## src/rtl/keep_talking_pkg.sv

```systemverilog
// Shared character constants, FSM encoding and classifier result type for the
// ASCII hex-pair to byte parser.
package keep_talking_pkg;

   localparam logic [7:0] CH_DIG_LO = 8'h30;
   localparam logic [7:0] CH_DIG_HI = 8'h39;
   localparam logic [7:0] CH_UP_LO  = 8'h41;
   localparam logic [7:0] CH_UP_HI  = 8'h46;
   localparam logic [7:0] CH_LOW_LO = 8'h61;
   localparam logic [7:0] CH_LOW_HI = 8'h66;
   localparam logic [7:0] CH_SPACE  = 8'h20;
   localparam logic [7:0] CH_COMMA  = 8'h2C;
   localparam logic [7:0] CH_CR     = 8'h0D;
   localparam logic [7:0] CH_LF     = 8'h0A;

   typedef enum logic [1:0] {
      ST_IDLE = 2'd0,
      ST_HIGH = 2'd1,
      ST_FULL = 2'd2
   } state_t;

   typedef struct packed {
      logic       is_hex;
      logic       is_sep;
      logic [3:0] nibble;
   } char_class_t;

   function automatic logic in_range(input logic [7:0] c,
                                     input logic [7:0] lo,
                                     input logic [7:0] hi);
      return (c >= lo) && (c <= hi);
   endfunction

endpackage

```

## src/rtl/hex_nibble_decode.sv

```systemverilog
// Combinational ASCII classifier: hex digit / separator / invalid plus nibble value.
// Latency 0, no backpressure. ASCII_LOWERCASE_EN adds 'a'-'f' as hex digits.
module hex_nibble_decode
   import keep_talking_pkg::*;
(
   input  logic [7:0]  in_char,
   output char_class_t cls
);

   always_comb begin
      cls = '0;
      if (in_range(in_char, CH_DIG_LO, CH_DIG_HI)) begin
         cls.is_hex = 1'b1;
         cls.nibble = in_char[3:0];
      end else if (in_range(in_char, CH_UP_LO, CH_UP_HI)) begin
         // 'A' is 0x41, so the low nibble plus 9 gives 10..15
         cls.is_hex = 1'b1;
         cls.nibble = in_char[3:0] + 4'd9;
`ifdef ASCII_LOWERCASE_EN
      end else if (in_range(in_char, CH_LOW_LO, CH_LOW_HI)) begin
         cls.is_hex = 1'b1;
         cls.nibble = in_char[3:0] + 4'd9;
`endif
      end else if ((in_char == CH_SPACE) || (in_char == CH_COMMA) ||
                   (in_char == CH_CR) || (in_char == CH_LF)) begin
         cls.is_sep = 1'b1;
      end
   end

endmodule

```

## src/rtl/ascii_to_eightbit.sv

```systemverilog
// Parses one or two ASCII hex digits into a byte; out_valid one cycle after the
// completing character, held until out_ready; in_ready low while a byte is pending.
// Optional ASCII_LOWERCASE_EN (in hex_nibble_decode) accepts 'a'-'f'.
module ascii_to_eightbit
   import keep_talking_pkg::*;
#(
   parameter int unsigned TIMEOUT = 1000000
) (
   input  logic       clk,
   input  logic       rst,
   input  logic [7:0] in_char,
   input  logic       in_valid,
   output logic       in_ready,
   output logic [7:0] out_byte,
   output logic       out_valid,
   input  logic       out_ready,
   output logic       err
);

   localparam int unsigned CNT_W = (TIMEOUT > 0) ? $clog2(TIMEOUT + 1) : 1;
   localparam logic [CNT_W-1:0] CNT_LAST = CNT_W'((TIMEOUT > 0) ? TIMEOUT - 1 : 0);

   state_t           state_q, state_d;
   logic [3:0]       nib_q, nib_d;
   logic [7:0]       byte_q, byte_d;
   logic             err_q, err_d;
   logic [CNT_W-1:0] cnt_q, cnt_d;

   char_class_t cls;
   logic        accept;
   logic        timeout_hit;

   hex_nibble_decode u_decode (
      .in_char (in_char),
      .cls     (cls)
   );

   assign in_ready    = (state_q != ST_FULL);
   assign out_valid   = (state_q == ST_FULL);
   assign out_byte    = byte_q;
   assign err         = err_q;
   assign accept      = in_valid && in_ready;
   assign timeout_hit = (TIMEOUT != 0) && (cnt_q == CNT_LAST);

   always_comb begin
      state_d = state_q;
      nib_d   = nib_q;
      byte_d  = byte_q;
      err_d   = 1'b0;
      cnt_d   = cnt_q;
      case (state_q)
         ST_IDLE: begin
            cnt_d = '0;
            if (accept) begin
               if (cls.is_hex) begin
                  nib_d   = cls.nibble;
                  state_d = ST_HIGH;
               end else if (!cls.is_sep) begin
                  err_d = 1'b1;
               end
            end
         end
         ST_HIGH: begin
            if (accept) begin
               cnt_d   = '0;
               nib_d   = '0;
               if (cls.is_hex) begin
                  byte_d  = {nib_q, cls.nibble};
                  state_d = ST_FULL;
               end else if (cls.is_sep) begin
                  byte_d  = {4'h0, nib_q};
                  state_d = ST_FULL;
               end else begin
                  err_d   = 1'b1;
                  state_d = ST_IDLE;
               end
            end else if (timeout_hit) begin
               // a character in the same cycle takes priority over the timeout
               err_d   = 1'b1;
               nib_d   = '0;
               cnt_d   = '0;
               state_d = ST_IDLE;
            end else if (cnt_q != '1) begin
               cnt_d = cnt_q + 1'b1;
            end
         end
         ST_FULL: begin
            cnt_d = '0;
            if (out_ready) state_d = ST_IDLE;
         end
         default: begin
            state_d = ST_IDLE;
            cnt_d   = '0;
            nib_d   = '0;
         end
      endcase
   end

   always_ff @(posedge clk or posedge rst) begin
      if (rst) begin
         state_q <= ST_IDLE;
         nib_q   <= '0;
         byte_q  <= '0;
         err_q   <= 1'b0;
         cnt_q   <= '0;
      end else begin
         state_q <= state_d;
         nib_q   <= nib_d;
         byte_q  <= byte_d;
         err_q   <= err_d;
         cnt_q   <= cnt_d;
      end
   end

endmodule

```

## config.mk

```make
export PLATFORM = sky130hd
export DESIGN_NAME = ascii_to_eightbit
export DESIGN_NICKNAME = d
export VERILOG_FILES = /design/src/rtl/keep_talking_pkg.sv /design/src/rtl/hex_nibble_decode.sv /design/src/rtl/ascii_to_eightbit.sv
export SDC_FILE = /design/constraint.sdc
export NUM_CORES = 1
export LEC_CHECK = 0
export BUFFER_PORTS_ARGS = -buffer_cell sky130_fd_sc_hd__buf_4
export CELL_PAD_IN_SITES_DETAIL_PLACEMENT = 1
export CELL_PAD_IN_SITES_GLOBAL_PLACEMENT = 1
export CORE_MARGIN = 5
export CORE_UTILIZATION = 49
export CTS_CLUSTER_DIAMETER = 100
export DETAILED_ROUTE_END_ITERATION = 6
export GPL_ROUTABILITY_DRIVEN = 0
export PLACE_DENSITY = 0.94
export SLEW_MARGIN = 20
export SYNTH_ARGS = -nofsm -noshare
export SYNTH_HDL_FRONTEND = slang
export SYNTH_SLANG_ARGS = --single-unit
```

## constraint.sdc

```tcl
create_clock -name clk -period 3.9 [get_ports clk]
set_clock_uncertainty 0.1 [all_clocks]
set_input_delay 0 -clock clk [delete_from_list [all_inputs] [get_ports clk]]
set_output_delay 0 -clock clk [all_outputs]
set_load 0.02 [all_outputs]
```

==> parameters.txt, run 1 <==
Parameter                              Value

Worst hold path
  Sink of the worst hold path    out_byte[0]$_DFFE_PP0P_
  Startpoint of the worst hold path    in_char[0]
  Path class of the lowest-slack min-delay path    in2reg
  Count of cells along the worst hold path    3

GRT
  Initial antenna violation count    0
  Aggregate global-route resource usage    23.2%
  Peak-usage layer in the global routing report    met2
  Global-route met3 utilization    3.83%
  Wire length of the first global-routing pass    9770 um
  Met1 track demand over resource in global routing    30.1%
  Met2 routing resource usage after global routing    38.4%
  Maximum number of pins on one net before global-route repair    36
  Via count of the first global-routing pass    about 1900
  Remaining global-route overflow    0

Layout
  Layout fillers    approximately 460
  Final Instance Count excl. Fillers    294
  Total inserted antenna cells    0
  Layout Nets    261
  Share of final-layout standard cells stronger than drive strength 1    around 19%
  Area delta synth->final    15.8%
  Sequential cell area    between 800 and 900 um^2
  Util after Layout    59.9%
  Final non-filler cell area    0.00245 mm^2
  Area of the multi-input gates    0.00115 mm^2

STA
  Final hold vios    0
  Unrepaired setup endpoints after global routing    false
  Worst Slack Setup Final    between 1.5 and 2 ns
  Max-slew violation count    0
  Peak clock frequency supported by timing    440 MHz
  Total negative slack for setup checks    0 ns
  Tmin final    2.28 ns
  Pin slew with the least headroom to its limit    approximately 0.51 ns
  Final setup violating endpoints    0
  Tightest slew margin relative to the limit    65.7%
  Crit share post-route    58.3%
  Hold Worst Slack    0.0779 ns

Synthesis
  Number of flops mapped to enable cells by yosys    0
  Syn_nets    235
  Synthesized area per cell    9.74 um^2
  Cell count after synthesis    217
  Post-synth design cell area    roughly 0.0021 mm^2
  Leading area contributor after synthesis    sky130_fd_sc_hd__dfrtp_1
  Main area contributors after synthesis    sky130_fd_sc_hd__dfrtp_1 (41%), sky130_fd_sc_hd__xnor2_1 (5.4%), sky130_fd_sc_hd__nor2_1 (5.1%)
  FF+latch count, synth    35
  Top cell type's share of synthesized area    41.4%
  Count of distinct cell types in the synthesized netlist    52
  Async SR Flop Fraction    100%
  Number of warning messages in the yosys log    0
  Share of synthesized area occupied by flip-flops and latches    41.4%
  Predominant post-synthesis flop cell    sky130_fd_sc_hd__dfrtp_1

Clock tree
  Clock root buffer    sky130_fd_sc_hd__clkbuf_8
  Cells resized by post-CTS repair    0
  Clock-pin slew on the worst setup and hold paths    roughly 0.07 ns
  Clock buffers created by TritonCTS    5
  Number of clock sinks seen by CTS    35
  Max Buffers Root-to-Sink    2
  Number of buffers added to fix hold violations after cts    3
  Level count of the clock H-tree    2
  Source-to-sink clock delay at the later pin of the worst-skew pair    0.29 ns
  Total setup buffers inserted after CTS    0
  Clock tree from TritonCTS    built

Placed design
  Post-detailed-placement cell area    0.00231 mm^2
  Worst setup timing slack at the placement stage    1.66 ns
  Port buffer count    22
  Final HPWL DP    4140 um
  Post-Place Cells    approximately 280

Setup path
  Sort of element at the end of the critical path    flip-flop
  Kind of start point of the critical path    flip-flop
  R2R setup slack    1.62 ns
  Start point of the critical path    cnt_q[0]$_DFFE_PP0P_
  Reg-to-Reg Start    cnt_q[0]$_DFFE_PP0P_
  Maximum net fanout on the critical path    7
  Critical path start-end classification    reg2reg
  Data arrival at the endpoint of the critical path    about 2.4 ns
  Worst-case reg-to-reg path depth    6
  Worst reg2reg path endpoint    nib_q[3]$_DFFE_PP0P_
  Data required time of the critical path    3.97 ns

Drt
  Number of search-and-repair iterations in the first detailed-routing pass    5
  Starting DRT DRC Count    84
  Final routed wire length divided by cell count    19.8 um
  DRC violations left    0
  Final wirelength    5820 um
  Vias after detailed routing    between 1500 and 2000
  Number of vias per cell after detailed routing    6.27
  Post-route ant nets    0

Power and ir drop
  Leak Pwr    1.07 nW
  Pwr Density    321 mW/mm^2
  Design Power    787 uW
  Max rail drop VDD    0.234 mV

Floorplan
  DIE AREA    0.00573 mm^2
  Cell row count    23
  Core Area    0.00409 mm^2
  Die X    ~76 um
  Starting Density    between 50% and 60%
  Vertical die dimension    75.7 um
  Number of top-level pins    23

Flow run
  Number of max-cap violations    0

Outcome
  Run status    completed
flip-flops by register name (all words and copies together), names as in the netlist:
name,count
cnt_q,20
nib_q,4
state_q,2
out_byte,8
err,1
cell families (layout without fill, tap and decap cells):
| logic type | count (synthesis) | in the layout | share of synthesized area [%] |
|---|---|---|---|
| buffers and inverters | 17 | 44 | 4.20 |
| AND/OR/NAND/NOR | 88 | 88 | 23.7 |
| multiplexers | 8 | 8 | 4.14 |
| AO/OA/AOI/OAI | 46 | 46 | 15.9 |
| flip-flops | 35 | 35 | 41.4 |
| XOR/XNOR | 17 | 17 | 7.04 |
| adder cells (fa/ha/maj) | 6 | 6 | 3.55 |
worst max-delay path: stages, from the launching register on:
cell	delay, ns
sky130_fd_sc_hd__dfrtp_1	0.40
sky130_fd_sc_hd__ha_1	0.21
sky130_fd_sc_hd__nand3_1	0.15
sky130_fd_sc_hd__or3_4	0.44
sky130_fd_sc_hd__o211ai_2	0.32
sky130_fd_sc_hd__o21a_1	0.20
sky130_fd_sc_hd__mux2_2	0.34
cells in the final DEF, fill, tap and decap left out, types with 2 or more instances in the layout:
master                          instances
sky130_fd_sc_hd__a21oi_2                3
sky130_fd_sc_hd__xnor2_1               13
sky130_fd_sc_hd__dfrtp_1               35
sky130_fd_sc_hd__nand3_1               11
sky130_fd_sc_hd__nor4b_1                3
sky130_fd_sc_hd__mux2i_1                5
sky130_fd_sc_hd__a211oi_1               3
sky130_fd_sc_hd__nand2b_1               2
sky130_fd_sc_hd__o211a_1                2
sky130_fd_sc_hd__a21oi_1               11
sky130_fd_sc_hd__inv_1                  8
sky130_fd_sc_hd__xor2_1                 4
sky130_fd_sc_hd__nand4_1                5
sky130_fd_sc_hd__mux2_2                 2
sky130_fd_sc_hd__nand4b_1               2
sky130_fd_sc_hd__dlygate4sd3_1          3
sky130_fd_sc_hd__clkbuf_8               5
sky130_fd_sc_hd__ha_1                   6
sky130_fd_sc_hd__nor4_1                 5
sky130_fd_sc_hd__a22o_1                 6
sky130_fd_sc_hd__o22a_1                 2
sky130_fd_sc_hd__and3_1                 5
sky130_fd_sc_hd__nor3_1                 4
sky130_fd_sc_hd__nand2_1               10
sky130_fd_sc_hd__o2bb2ai_1              3
sky130_fd_sc_hd__nor2_1                29
sky130_fd_sc_hd__buf_4                 25
sky130_fd_sc_hd__and4_1                 3
sky130_fd_sc_hd__o21ai_0                5
synth_stat cells (all sizes together), types with 2 or more instances:
library cell,count
a211oi,3
a21o,2
a21oi,14
a22o,6
and3,5
and4,4
buf,8
dfrtp,35
ha,6
inv,8
mux2,3
mux2i,5
nand2,10
nand2b,2
nand3,11
nand4,5
nand4b,2
nor2,30
nor3,4
nor4,6
nor4b,3
o211a,2
o21ai,6
o22a,2
o2bb2ai,3
xnor2,13
xor2,4
final cells by class:
class | count | area share (%)
multi-input combinational | 165 | 47.0
sequential | 35 | 35.8
timing repair buffer | 28 | 8.89
clock buffer | 5 | 2.81
tap | 50 | 2.55
clock inverter | 3 | 1.79
inverter | 8 | 1.23
how the worst max path moves through the flow:
stage	end	slack (ns)	cells past startpoint
global placement	nib_q[3]$_DFFE_PP0P_	1.76	6
finish	nib_q[3]$_DFFE_PP0P_	1.62	6
floorplan	nib_q[2]$_DFFE_PP0P_	1.95	6
global route	nib_q[3]$_DFFE_PP0P_	1.53	6
CTS	nib_q[3]$_DFFE_PP0P_	1.64	6
detailed placement	nib_q[3]$_DFFE_PP0P_	1.66	6
routing by layer:
layer  vias up  routed length (um)
met3        20                 350
met1       896                2400
met4         0                 169
li1        847                   -
met5         -                   0
met2        80                2900
power by group:
| group | total, mW | switching (mW) | leakage [nW] | internal, mW |
|---|---|---|---|---|
| Clock | 0.325 | 0.134 | 0.0581 | 0.190 |
| Combinational | 0.0826 | 0.0467 | 0.524 | 0.0359 |
| Sequential | 0.380 | 0.00794 | 0.485 | 0.372 |
(Power assumes the default switching activity.)
==> inputs of run 2 (changes only) <==
Settings changed: CORE_UTILIZATION 49 to 41, PLACE_DENSITY 0.94 to 0.85.
Clock period 3.9 ns to 2 ns, I/O delays scaled along.
==> parameters.txt, run 2 (synthesized netlist as in run 1, its figures left out) <==
Parameter                              Value

STA
  Total negative slack for setup checks    0 ns
  Final hold vios    0
  Tmin final    1.98 ns
  Pin slew with the least headroom to its limit    0.436 ns
  Tightest slew margin relative to the limit    70.9%
  Worst Slack Setup Final    0.0208 ns
  Crit share post-route    99.0%
  Peak clock frequency supported by timing    505 MHz
  Unrepaired setup endpoints after global routing    true
  Final setup violating endpoints    0
  Max-slew violation count    0

Placed design
  Port buffer count    22
  Final HPWL DP    4020 um
  Worst setup timing slack at the placement stage    -0.00902 ns

Clock tree
  Source-to-sink clock delay at the later pin of the worst-skew pair    0.29 ns
  Number of clock sinks seen by CTS    35
  Clock root buffer    sky130_fd_sc_hd__clkbuf_8
  Clock buffers created by TritonCTS    5
  Clock-pin slew on the worst setup and hold paths    0.08 ns
  Level count of the clock H-tree    2
  Clock tree from TritonCTS    built
  Max Buffers Root-to-Sink    2

Layout
  Area delta synth->final    24.0%
  Layout Nets    270
  Top library cells by usage in the layout, fill and taps aside    sky130_fd_sc_hd__dfrtp_1 (34), sky130_fd_sc_hd__buf_4 (33), sky130_fd_sc_hd__nor2_1 (29)
  Most common cell after layout, fill and taps aside    sky130_fd_sc_hd__dfrtp_1
  Number of flip-flops in the largest register    20
  Largest register by flop count    cnt_q
  Layout fillers    576
  Total inserted antenna cells    0
  Share of final-layout standard cells stronger than drive strength 1    around 25%

Drt
  Starting DRT DRC Count    49
  Post-route ant nets    0
  Number of search-and-repair iterations in the first detailed-routing pass    4
  Final routed wire length divided by cell count    about 17 um
  Vias after detailed routing    1795
  Number of vias per cell after detailed routing    5.56
  DRC violations left    0
  Final wirelength    5600 um

Power and ir drop
  Pwr Density    between 600 and 700 mW/mm^2
  Leak Pwr    1.13 nW
  Max rail drop VDD    0.600 mV

Floorplan
  Cell row count    26
  Vertical die dimension    81.8 um
  Number of top-level pins    23
  Die X    between 80 and 90 um
  DIE AREA    0.00669 mm^2
  Starting Density    41.9%
  Core Area    a little over 0.005 mm^2

Outcome
  Run status    completed

Setup path
  Crit-path cells    ha_4, nand3_2, or3_4, o211ai_2, o21a_1, mux2_4
  Combined buffer and inverter count along the critical path    0
  Largest delay contributor family on the critical path    simple AND/OR/NAND/NOR gates
  Data arrival at the endpoint of the critical path    between 2 and 2.5 ns
  Kind of start point of the critical path    flip-flop
  Maximum net fanout on the critical path    3
  Critical path start-end classification    reg2reg
  Critical-path top delay cell    sky130_fd_sc_hd__dfrtp_1
  Sort of element at the end of the critical path    flip-flop
  Data required time of the critical path    2.08 ns
  Max incr delay on CP    0.40 ns

GRT
  Aggregate global-route resource usage    18.3%
  Wire length of the first global-routing pass    9300 um
  Remaining global-route overflow    0
  Initial antenna violation count    0
  Via count of the first global-routing pass    around 1900
  Maximum number of pins on one net before global-route repair    36

Worst hold path
  Path class of the lowest-slack min-delay path    in2reg

Flow run
  Number of max-cap violations    0
## run 2: path summary, 6_finish.rpt
kind | from | endpoint | slack [ns] | cells past startpoint
worst max-delay path | cnt_q[1]$_DFFE_PP0P_ | nib_q[2]$_DFFE_PP0P_ | 0.02 | 6
worst min-delay path | in_char[0] | out_byte[0]$_DFFE_PP0P_ | 0.08 | 3
worst max register to register | cnt_q[1]$_DFFE_PP0P_ | nib_q[2]$_DFFE_PP0P_ | 0.02 | 6
worst min register to register | out_byte[5]$_DFFE_PP0P_ | out_byte[5]$_DFFE_PP0P_ | 0.41 | 1
max in group asynchronous | rst | cnt_q[6]$_DFFE_PP0P_ | 1.18 | 4
min in group asynchronous | rst | state_q[0]$_DFFE_PP0P_ | 0.28 | 4
## run 2: area by class of cell
| class | count | area [um^2] | area share [%] |
|---|---|---|---|
| tap | 70 | 87.6 | 3.34 |
| multi-input combinational | 165 | 1200 | 45.8 |
| inverter | 8 | 30.0 | 1.15 |
| sequential | 35 | 877 | 33.4 |
| clock buffer | 5 | 68.8 | 2.62 |
| timing repair buffer | 37 | 289 | 11.0 |
| clock inverter | 3 | 67.6 | 2.58 |
## run 2: timing repair
action | in CTS | in global routing
pin swaps | 2 | 5
setup buffers | 1 | 0
setup endpoints to repair | 6 | 21
gates resized for setup | 2 | 9
endpoints found under the hold margin | 38 | 0
hold buffers | 3 | 0
## run 2: tightest hold or removal path: cells and delay by family
| family | cells | cell delay (ns) |
|---|---|---|
| AOI/OAI and AO/OA | 1 | 0.14 |
| buffers and inverters | 1 | 0.14 |
| muxes | 1 | 0.16 |
## run 2: power breakdown
group | total [mW] | internal [mW] | switching (mW)
logic | 0.167 | 0.0742 | 0.0927
clock network | 0.765 | 0.497 | 0.267
registers | 0.739 | 0.725 | 0.0136
## run 2: through the flow
| step | hold slack, ns | instance area, um^2 | std cells | util (%) | power (mW) |
|---|---|---|---|---|---|
| final | 0.0793 | 2620 | 323 | 52.0 | 1.67 |
| after global routing | 0.0970 | 2620 | 323 | 52.0 | 1.74 |
| after CTS | 0.0909 | 2570 | 323 | 51.0 | 1.68 |
| after detailed placement | 0.0449 | 2390 | 311 | 47.4 | 0.912 |
| after global placement | 0.0363 | 2390 | 311 | 47.4 | 0.906 |
| after floorplan | 0.0118 | 2110 | 217 | - | 0.844 |
## run 2: per-layer routing
metal  share of wire (%)  global-route usage [%]
met5                   0                       0
met4                 1.8                    7.14
met3                 2.8                    3.07
met2                  50                    30.3
met1                  46                    23.7
